$ cat src/rtl/cpu_pkg.sv
// rtl/cpu_pkg.sv - shared pipeline constants: register address width, fwd_src encoding, mul/div latencies
package cpu_pkg;
    localparam int REG_AW      = 5;

    localparam int FWD_RF      = 0;
    localparam int FWD_EX      = 1;
    localparam int FWD_MEM     = 2;
    localparam int FWD_WB      = 3;

    localparam int DEF_MUL_LAT = 2;
    localparam int DEF_DIV_LAT = 33;

    function automatic int max_int(input int a, input int b);
        return (a > b) ? a : b;
    endfunction
endpackage

$ cat src/rtl/hazard_md_timer.sv
// rtl/hazard_md_timer.sv - mul/div occupancy countdown; md_busy comes straight from the counter register
module hazard_md_timer
    import cpu_pkg::*;
#(
    parameter int MUL_LAT = DEF_MUL_LAT,
    parameter int DIV_LAT = DEF_DIV_LAT
) (
    input  logic clk,
    input  logic reset,
    input  logic de_valid,
    input  logic md_start,
    input  logic md_is_div,
    input  logic stall,
    output logic md_busy
);
    localparam int CW = $clog2(max_int(MUL_LAT, DIV_LAT) + 1);

    logic [CW-1:0] cnt_q;
    logic [CW-1:0] cnt_d;

    // A start is only taken when DE actually advances; a stalled start retries next cycle.
    always_comb begin
        cnt_d = cnt_q;
        if (de_valid && md_start && !stall) begin
            cnt_d = md_is_div ? CW'(DIV_LAT) : CW'(MUL_LAT);
        end else if (cnt_q != '0) begin
            cnt_d = cnt_q - CW'(1);
        end
    end

    always_ff @(posedge clk or posedge reset) begin
        if (reset) begin
            cnt_q <= '0;
        end else begin
            cnt_q <= cnt_d;
        end
    end

    assign md_busy = (cnt_q != '0);
endmodule

$ cat src/rtl/hazard_ctrl.sv
// rtl/hazard_ctrl.sv - DE-stage forwarding select, load-use and mul/div interlock
// Optional HAZ_PERF_EN adds perf_lu_cnt / perf_md_cnt stall counters.
module hazard_ctrl
    import cpu_pkg::*;
#(
    parameter int NUM_RD  = 2,
    parameter int NUM_FWD = 3,
    parameter int MUL_LAT = DEF_MUL_LAT,
    parameter int DIV_LAT = DEF_DIV_LAT,
    parameter int SRCW    = $clog2(NUM_FWD + 1)
) (
    input  logic                      clk,
    input  logic                      reset,
    input  logic                      de_valid,
    input  logic [NUM_RD-1:0]         rd_en,
    input  logic [REG_AW*NUM_RD-1:0]  rd_addr,
    input  logic                      md_use,
    input  logic                      md_start,
    input  logic                      md_is_div,
    input  logic [NUM_FWD-1:0]        stg_wen,
    input  logic [REG_AW*NUM_FWD-1:0] stg_waddr,
    input  logic [NUM_FWD-1:0]        stg_nrdy,
    output logic [SRCW*NUM_RD-1:0]    fwd_src,
    output logic                      stall,
    output logic                      pc_write,
    output logic                      ir_write,
    output logic                      md_busy
`ifdef HAZ_PERF_EN
    ,
    output logic [31:0]               perf_lu_cnt,
    output logic [31:0]               perf_md_cnt
`endif
);
    logic [NUM_RD-1:0] lu_port;
    logic              load_use;
    logic              md_stall;

    for (genvar gi = 0; gi < NUM_RD; gi++) begin : g_port
        logic [NUM_FWD-1:0] hit;
        logic [SRCW-1:0]    sel;
        logic               sel_nrdy;

        for (genvar gk = 0; gk < NUM_FWD; gk++) begin : g_stg
            assign hit[gk] = rd_en[gi]
                          && (rd_addr[REG_AW*gi +: REG_AW] != '0)
                          && stg_wen[gk]
                          && (stg_waddr[REG_AW*gk +: REG_AW] == rd_addr[REG_AW*gi +: REG_AW]);
        end

        // Scan farthest to nearest so the nearest hit overwrites and wins.
        always_comb begin
            sel      = SRCW'(FWD_RF);
            sel_nrdy = 1'b0;
            for (int k = NUM_FWD - 1; k >= 0; k--) begin
                if (hit[k]) begin
                    sel      = SRCW'(k + 1);
                    sel_nrdy = stg_nrdy[k];
                end
            end
        end

        assign fwd_src[SRCW*gi +: SRCW] = sel;
        assign lu_port[gi]              = sel_nrdy;
    end

    assign load_use = |lu_port;
    assign md_stall = de_valid & md_use & md_busy;
    assign stall    = de_valid & (load_use | md_stall);
    assign pc_write = ~stall;
    assign ir_write = ~stall;

    hazard_md_timer #(
        .MUL_LAT (MUL_LAT),
        .DIV_LAT (DIV_LAT)
    ) u_md_timer (
        .clk       (clk),
        .reset     (reset),
        .de_valid  (de_valid),
        .md_start  (md_start),
        .md_is_div (md_is_div),
        .stall     (stall),
        .md_busy   (md_busy)
    );

`ifdef HAZ_PERF_EN
    logic [31:0] perf_lu_q;
    logic [31:0] perf_md_q;

    always_ff @(posedge clk or posedge reset) begin
        if (reset) begin
            perf_lu_q <= '0;
            perf_md_q <= '0;
        end else begin
            if (de_valid && load_use) perf_lu_q <= perf_lu_q + 32'd1;
            if (md_stall)             perf_md_q <= perf_md_q + 32'd1;
        end
    end

    assign perf_lu_cnt = perf_lu_q;
    assign perf_md_cnt = perf_md_q;
`endif
endmodule

$ cat config.mk
export PLATFORM = sky130hd
export DESIGN_NAME = hazard_ctrl
export DESIGN_NICKNAME = d
export VERILOG_FILES = /design/src/rtl/cpu_pkg.sv /design/src/rtl/hazard_md_timer.sv /design/src/rtl/hazard_ctrl.sv
export SDC_FILE = /design/constraint.sdc
export NUM_CORES = 1
export LEC_CHECK = 0
export CAP_MARGIN = 20
export CORE_ASPECT_RATIO = 0.9
export CORE_MARGIN = 4
export CORE_UTILIZATION = 39
export DETAILED_ROUTE_END_ITERATION = 7
export HOLD_SLACK_MARGIN = 0.12
export PLACE_DENSITY = 0.77
export SYNTH_ARGS = -nofsm -noshare
export SYNTH_HDL_FRONTEND = slang
export SYNTH_SLANG_ARGS = --single-unit
$ cat constraint.sdc
create_clock -name clk -period 2.9 [get_ports clk]
set_clock_uncertainty 0.15 [all_clocks]
set_input_delay 0.29 -clock clk [delete_from_list [all_inputs] [get_ports clk]]
set_output_delay 0.29 -clock clk [all_outputs]
set_load 0.01 [all_outputs]
==> flow_metrics.env <==
export IMPL_top_regs="u_md_timer.cnt_q (6)"
export IMPL_grt_pass1_wl_um=4600
export IMPL_synthCells=107
export IMPL_cts_tree="yes"
export IMPL_startpoint="rd_addr[8]"
export IMPL_netSwitchingFraction=0.368
export IMPL_comb_power_share=0.589
export IMPL_max_stage_delay_ns=0.41
export IMPL_p_clk_frac=0.129
export IMPL_overflow=0
export IMPL_synth_nets=147
export IMPL_insertedDiodeCount=0
export IMPL_min_path_type="reg2reg"
export IMPL_port_buffers=46
export IMPL_p_sw_uw=209
export IMPL_ys_seq_area_frac=0.171
export IMPL_drc=0
export IMPL_start_util=0.406
export IMPL_detail_route_first_pass_iterations=4
export IMPL_yosysUniqueCellTypes=35
export IMPL_tightest_slew_ns=0.457
export IMPL_grt_max_degree=8
export IMPL_routed_wl_um=2820
export IMPL_final_max_slew_viol_count=0
export IMPL_synth_area_leader_cell="dfrtp_1"
export IMPL_cts_root_buf="clkbuf_4"
export IMPL_first_global_vias=1106
export IMPL_largest_reg_flops=6
export IMPL_nets=219
export IMPL_cts_sinks=6
export IMPL_drtIter0Drc=25
export IMPL_rows=16
export IMPL_status="complete, no violations"
export IMPL_antenna_found_initial=0
export IMPL_end_kind="output port"
export IMPL_cts_buffers=3
export IMPL_hp_start="u_md_timer.cnt_q[4]"
export IMPL_fmax_ghz=0.360
export IMPL_path_cells="clkdlybuf4s50_1 -> buf_4 -> xor2_1 -> nor4_1 -> nand4_1 -> nand2b_4 -> o22a_1 -> o21ai_1 -> o31a_1 -> buf_2"
export IMPL_coreArea_um2=2160
export IMPL_pwr_share_seq=0.282
export IMPL_cts_max_path_buffers=2
export IMPL_fp_dieW_um=58.0
export IMPL_r2r_start="u_md_timer.cnt_q[0]"
export IMPL_drive_above_1_share=0.243
export IMPL_path_max_fanout=4
export IMPL_htree_levels=1
export IMPL_worst_path_max_delay_cell="clkdlybuf4s50_1"
export IMPL_place_gp_congestion=0.910
export IMPL_synth_compound_area_frac=0.142
export IMPL_crit_path_start_kind="primary input"
export IMPL_design_power_total_uw=569
export IMPL_arrival_ns=2.34
export IMPL_synth_warnings=0
export IMPL_ys_ff_latch=6
export IMPL_synthMuxAreaShare=0.0370
export IMPL_synthSimpleGateAreaFrac=0.265
export IMPL_internal_power_uw=359
export IMPL_hold_viol=0
export IMPL_synth_fa_ha_area_frac=0.0142
export IMPL_power_density_nw_per_um2=354
export IMPL_via_count=1027
export IMPL_dp_cells=200
export IMPL_rsz0062_at_grt="false"
export IMPL_die_h_um=53.0
export IMPL_clk_pin_slew_ns=0.04
export IMPL_syn_cell_area_um2=878
export IMPL_maxSlewHeadroom=0.694
export IMPL_min_period_ns=2.78
export IMPL_setup_violations=0
export IMPL_clock_latency_ns=0.24
export IMPL_syn2layout_area_growth_pct=82.8
export IMPL_grt_usage=0.194
export IMPL_cp_required_ns=2.46
export IMPL_io_pins=47
export IMPL_path_class="in2out"
export IMPL_via_per_inst=5.03
export IMPL_wl_per_cell_um=13.8
export IMPL_hpwlAfterDp_um=2390
export IMPL_postRouteAntennaNets=0
export IMPL_final_cells=204
export IMPL_synth_xor_area_share=0.319
export IMPL_nFillCells=165
export IMPL_die_area_um2=3080
export IMPL_cap_violations=0
export IMPL_synth_top_family_by_area="XOR/XNOR gates"
export IMPL_synth_top_area_share=0.171
export IMPL_ir_drop_mv=0.295
export IMPL_fin_crit_sh=0.957
export IMPL_top_register="u_md_timer.cnt_q"
export IMPL_avgSynthCellArea_um2=8.21
export IMPL_power_leakage_uw=0.000718
export IMPL_synth_area_leaders="dfrtp_1 17%, xnor2_1 16%, xor2_1 16%"
## metal layers
metal | track usage | vias to the layer above | share of wire
met5 | 0 | - | 0
met4 | 0.0541 | 0 | 0.0078
met3 | 0.0415 | 4 | 0.081
met2 | 0.382 | 46 | 0.52
met1 | 0.206 | 458 | 0.39
li1 | - | 519 | -
## final timing paths
check                                      endpoint  cells past startpoint  slack, ns
worst min-delay path            u_md_timer.cnt_q[4]                      2       0.47
max in group asynchronous       u_md_timer.cnt_q[5]                      3       1.76
worst min register to register  u_md_timer.cnt_q[4]                      2       0.47
min in group asynchronous       u_md_timer.cnt_q[2]                      3       0.66
worst max register to register  u_md_timer.cnt_q[5]                      9       0.53
worst max-delay path                          stall                     10       0.12
## worst max-delay path: cells and delay by family
family / cells / cell delay [ns]
xor gates and xnor gates: 1 / 0.14
and+or+nand+nor: 3 / 0.69
AOI/OAI and AO/OA: 3 / 0.50
buffers and inverters: 3 / 0.71
## cells in the final DEF (no fill, tap or decap), types with 3 or more instances in the layout
master / instances
clkdlybuf4s50_1: 35
buf_4: 22
xnor2_1: 16
xor2_1: 16
inv_1: 7
dfrtp_1: 6
nand2b_1: 5
nand2_1: 5
dlymetal6s2s_1: 5
nand4_1: 4
o21ai_0: 4
nor4_2: 3
clkbuf_4: 3
dlygate4sd2_1: 3
buf_2: 3
## metrics by stage
step	setup TNS (ns)	hold slack, ns	cell area (µm²)	setup slack (ns)	util
finish	0	0.468	1610	0.124	0.742
global route	0	0.523	1610	0.0347	0.742
CTS	0	0.476	1570	0.0145	0.725
detailed placement	-2.04	0.364	1520	-0.499	0.703
global placement	-1.51	0.364	1520	-0.405	0.703
floorplan	0	-0.0690	878	0.388	-
## cell type report
type                            count  area (µm²)  share of cell area
Clock buffer                        3        22.5              0.0140
Inverter                            7        26.3              0.0164
Multi-Input combinational cell     92         743               0.463
Sequential cell                     6         150              0.0935
Tap cell                           27        33.8              0.0210
Timing Repair Buffer               69         629               0.392
## synth_stat cells (all sizes together)
cell and count:
and4 1, o22ai 1, mux2i 1, nor3 3
o21a 2, nand2 5, a21oi 3, or3 2
a221o 1, o22a 1, nand4 4, buf 2
and2 2, nor2b 1, ha 1, o31a 1
or4 2, inv 7, dfrtp 6, o21ai 7
xor2 16, xnor2 16, or2 1, nand4b 2
nor4 5, or4b 1, mux2 2, nor2 2
o31ai 1, nand2b 6, a21boi 2
## kinds of logic after synthesis
family                   Yosys count
AND/OR/NAND/NOR                   37
XOR/XNOR                          32
AO/OA/AOI/OAI                     19
buffers and inverters              9
flip-flops                         6
multiplexers                       3
adder cells (fa/ha/maj)            1
## power groups by stage
stage          clock network [µW]  logic [µW]  registers (µW)
4_1_cts                      76.9         334             160
5_1_grt                      85.2         373             169
3_3_place_gp                    0         318             156
3_5_place_dp                    0         333             161
2_1_floorplan                   0         188             151
6_report                     73.2         335             161
## what timing repair did
item	CTS	global route
hold buffers	1	0
pin swaps	5	6
resized for setup	23	10
buffers inserted	0	1
endpoints found under the hold margin	6	0
cloned	0	0
setup endpoints to repair	5	5
No activity file was read; power rests on OpenSTA's default activity.
==> edit: new RTL, same flow settings <==
The parameter `NUM_RD` goes from 2 to 4.
--- a/src/rtl/hazard_ctrl.sv
+++ b/src/rtl/hazard_ctrl.sv
@@ -3,7 +3,7 @@
 module hazard_ctrl
     import cpu_pkg::*;
 #(
-    parameter int NUM_RD  = 2,
+    parameter int NUM_RD  = 4,
     parameter int NUM_FWD = 3,
     parameter int MUL_LAT = DEF_MUL_LAT,
     parameter int DIV_LAT = DEF_DIV_LAT,
Ports: changed (resized fwd_src, rd_addr and rd_en); port bits go from 47 to 63. No check against the original RTL was run, so the function may have changed too.
==> edit against the unedited design <==
  * Sequential cell count stayed put
  * Cell area is 66% higher
  * Setup slack worse by 0.088 ns
  * Combinational power is 44% higher
  * Area after synthesis is 57% higher
  * Power is 36% higher
  * Count of clock-buffer cells in the layout stayed put
  * Routed wire length is 84% higher
  * Sequential share of layout area is 3.7 points lower
  * Highest routed layer unchanged
==> edit: results (changes against the unedited design) <==
outcome finished, final reports clean (unchanged); share of layout cells above drive strength 1 0.317 (was 0.243); Rel. slew slack 0.765 (was 0.694); Synth Area in Compound Gates 0.117 (was 0.142); delay of the slowest critical-path stage 0.47 ns (was 0.41 ns); FF-to-FF setup slack 0.65 ns (was 0.53 ns); Hold Path Class in -> async (was reg -> reg); initial DRC count 77 (was 25); routing usage on met2 0.419 (was 0.382); cell chosen for the clock root clkbuf_8 (was clkbuf_4); HPWL reported at the end of detailed placement 4290 um (was 2390 um); Min Hold Slack 0.137 ns (was 0.468 ns); peak supply drop 210 uV (was 295 uV); Distinct cells, synth 39 (was 35); fraction of area in multi-input gates 0.481 (was 0.463); register area share after synthesis 0.109 (was 0.171); Synth Area in Adders 0.00907 (was 0.0142); Pleak 1.32 nW (was 0.718 nW); nets 357 (was 219); global placement routability congestion 0.848 (was 0.910); crit path launch stg_waddr[9] (was rd_addr[8]); Clock-cell share 0.0155 (was 0.0140); XOR/XNOR Fraction of Synth Area 0.394 (was 0.319); final WL 5190 um (was 2820 um); CP endpoint fwd_src[6] (was stall); M1 GR Usage 0.258 (was 0.206); FF-to-FF End u_md_timer.cnt_q[2] (was u_md_timer.cnt_q[5]); Overall Global Routing Usage 0.219 (was 0.194); count of multi-input gates 160 (was 92); CP arrival 2.42 ns (was 2.34 ns); met2 WL 2650 um (was 1480 um); commonest cells in the synthesized netlist xnor2_1 (33), xor2_1 (29), nand2_1 (14) (was xnor2_1 (16), xor2_1 (16), inv_1 (7)); Fillers 241 (was 165); vias in the first global route 1,873 (was 1,106); mux contribution to synthesized area 0.0436 (was 0.0370); port buffer count 62 (was 46); DR vias/cell 5.13 (was 5.03); non-clk buf share 0.417 (was 0.392); met1 WL 2200 um (was 1090 um)
edit: cell count changes after synthesis, sizes merged, moves of 5 or more:
cell   unedited run  this run
nor2              2         9
nand2             5        14
nand4             4        10
xor2             16        29
xnor2            16        33
mux2i             1         6
edit: power breakdown:
group / switching [mW] / total, mW / internal [mW] / leakage (nW)
Clock: 0.0367 / 0.126 / 0.0892 / 0.0216
Sequential: 0.0364 / 0.163 / 0.127 / 0.0737
Combinational: 0.224 / 0.482 / 0.259 / 1.23
edit: metrics by stage:
stage / power (mW) / instance area (um2) / util / std cells
global placement: 0.604 / 2500 / 0.740 / 343
detailed placement: 0.625 / 2500 / 0.740 / 343
global route: 0.838 / 2660 / 0.789 / 347
CTS: 0.754 / 2560 / 0.759 / 347
finish: 0.771 / 2660 / 0.789 / 347
floorplan: 0.396 / 1380 / - / 177
edit: repair_timing:
action                     CTS  global route
setup endpoints to repair   11            15
setup buffers                1             0
pin swaps                   12             8
resized for setup           32            25
hold buffers                 0             0
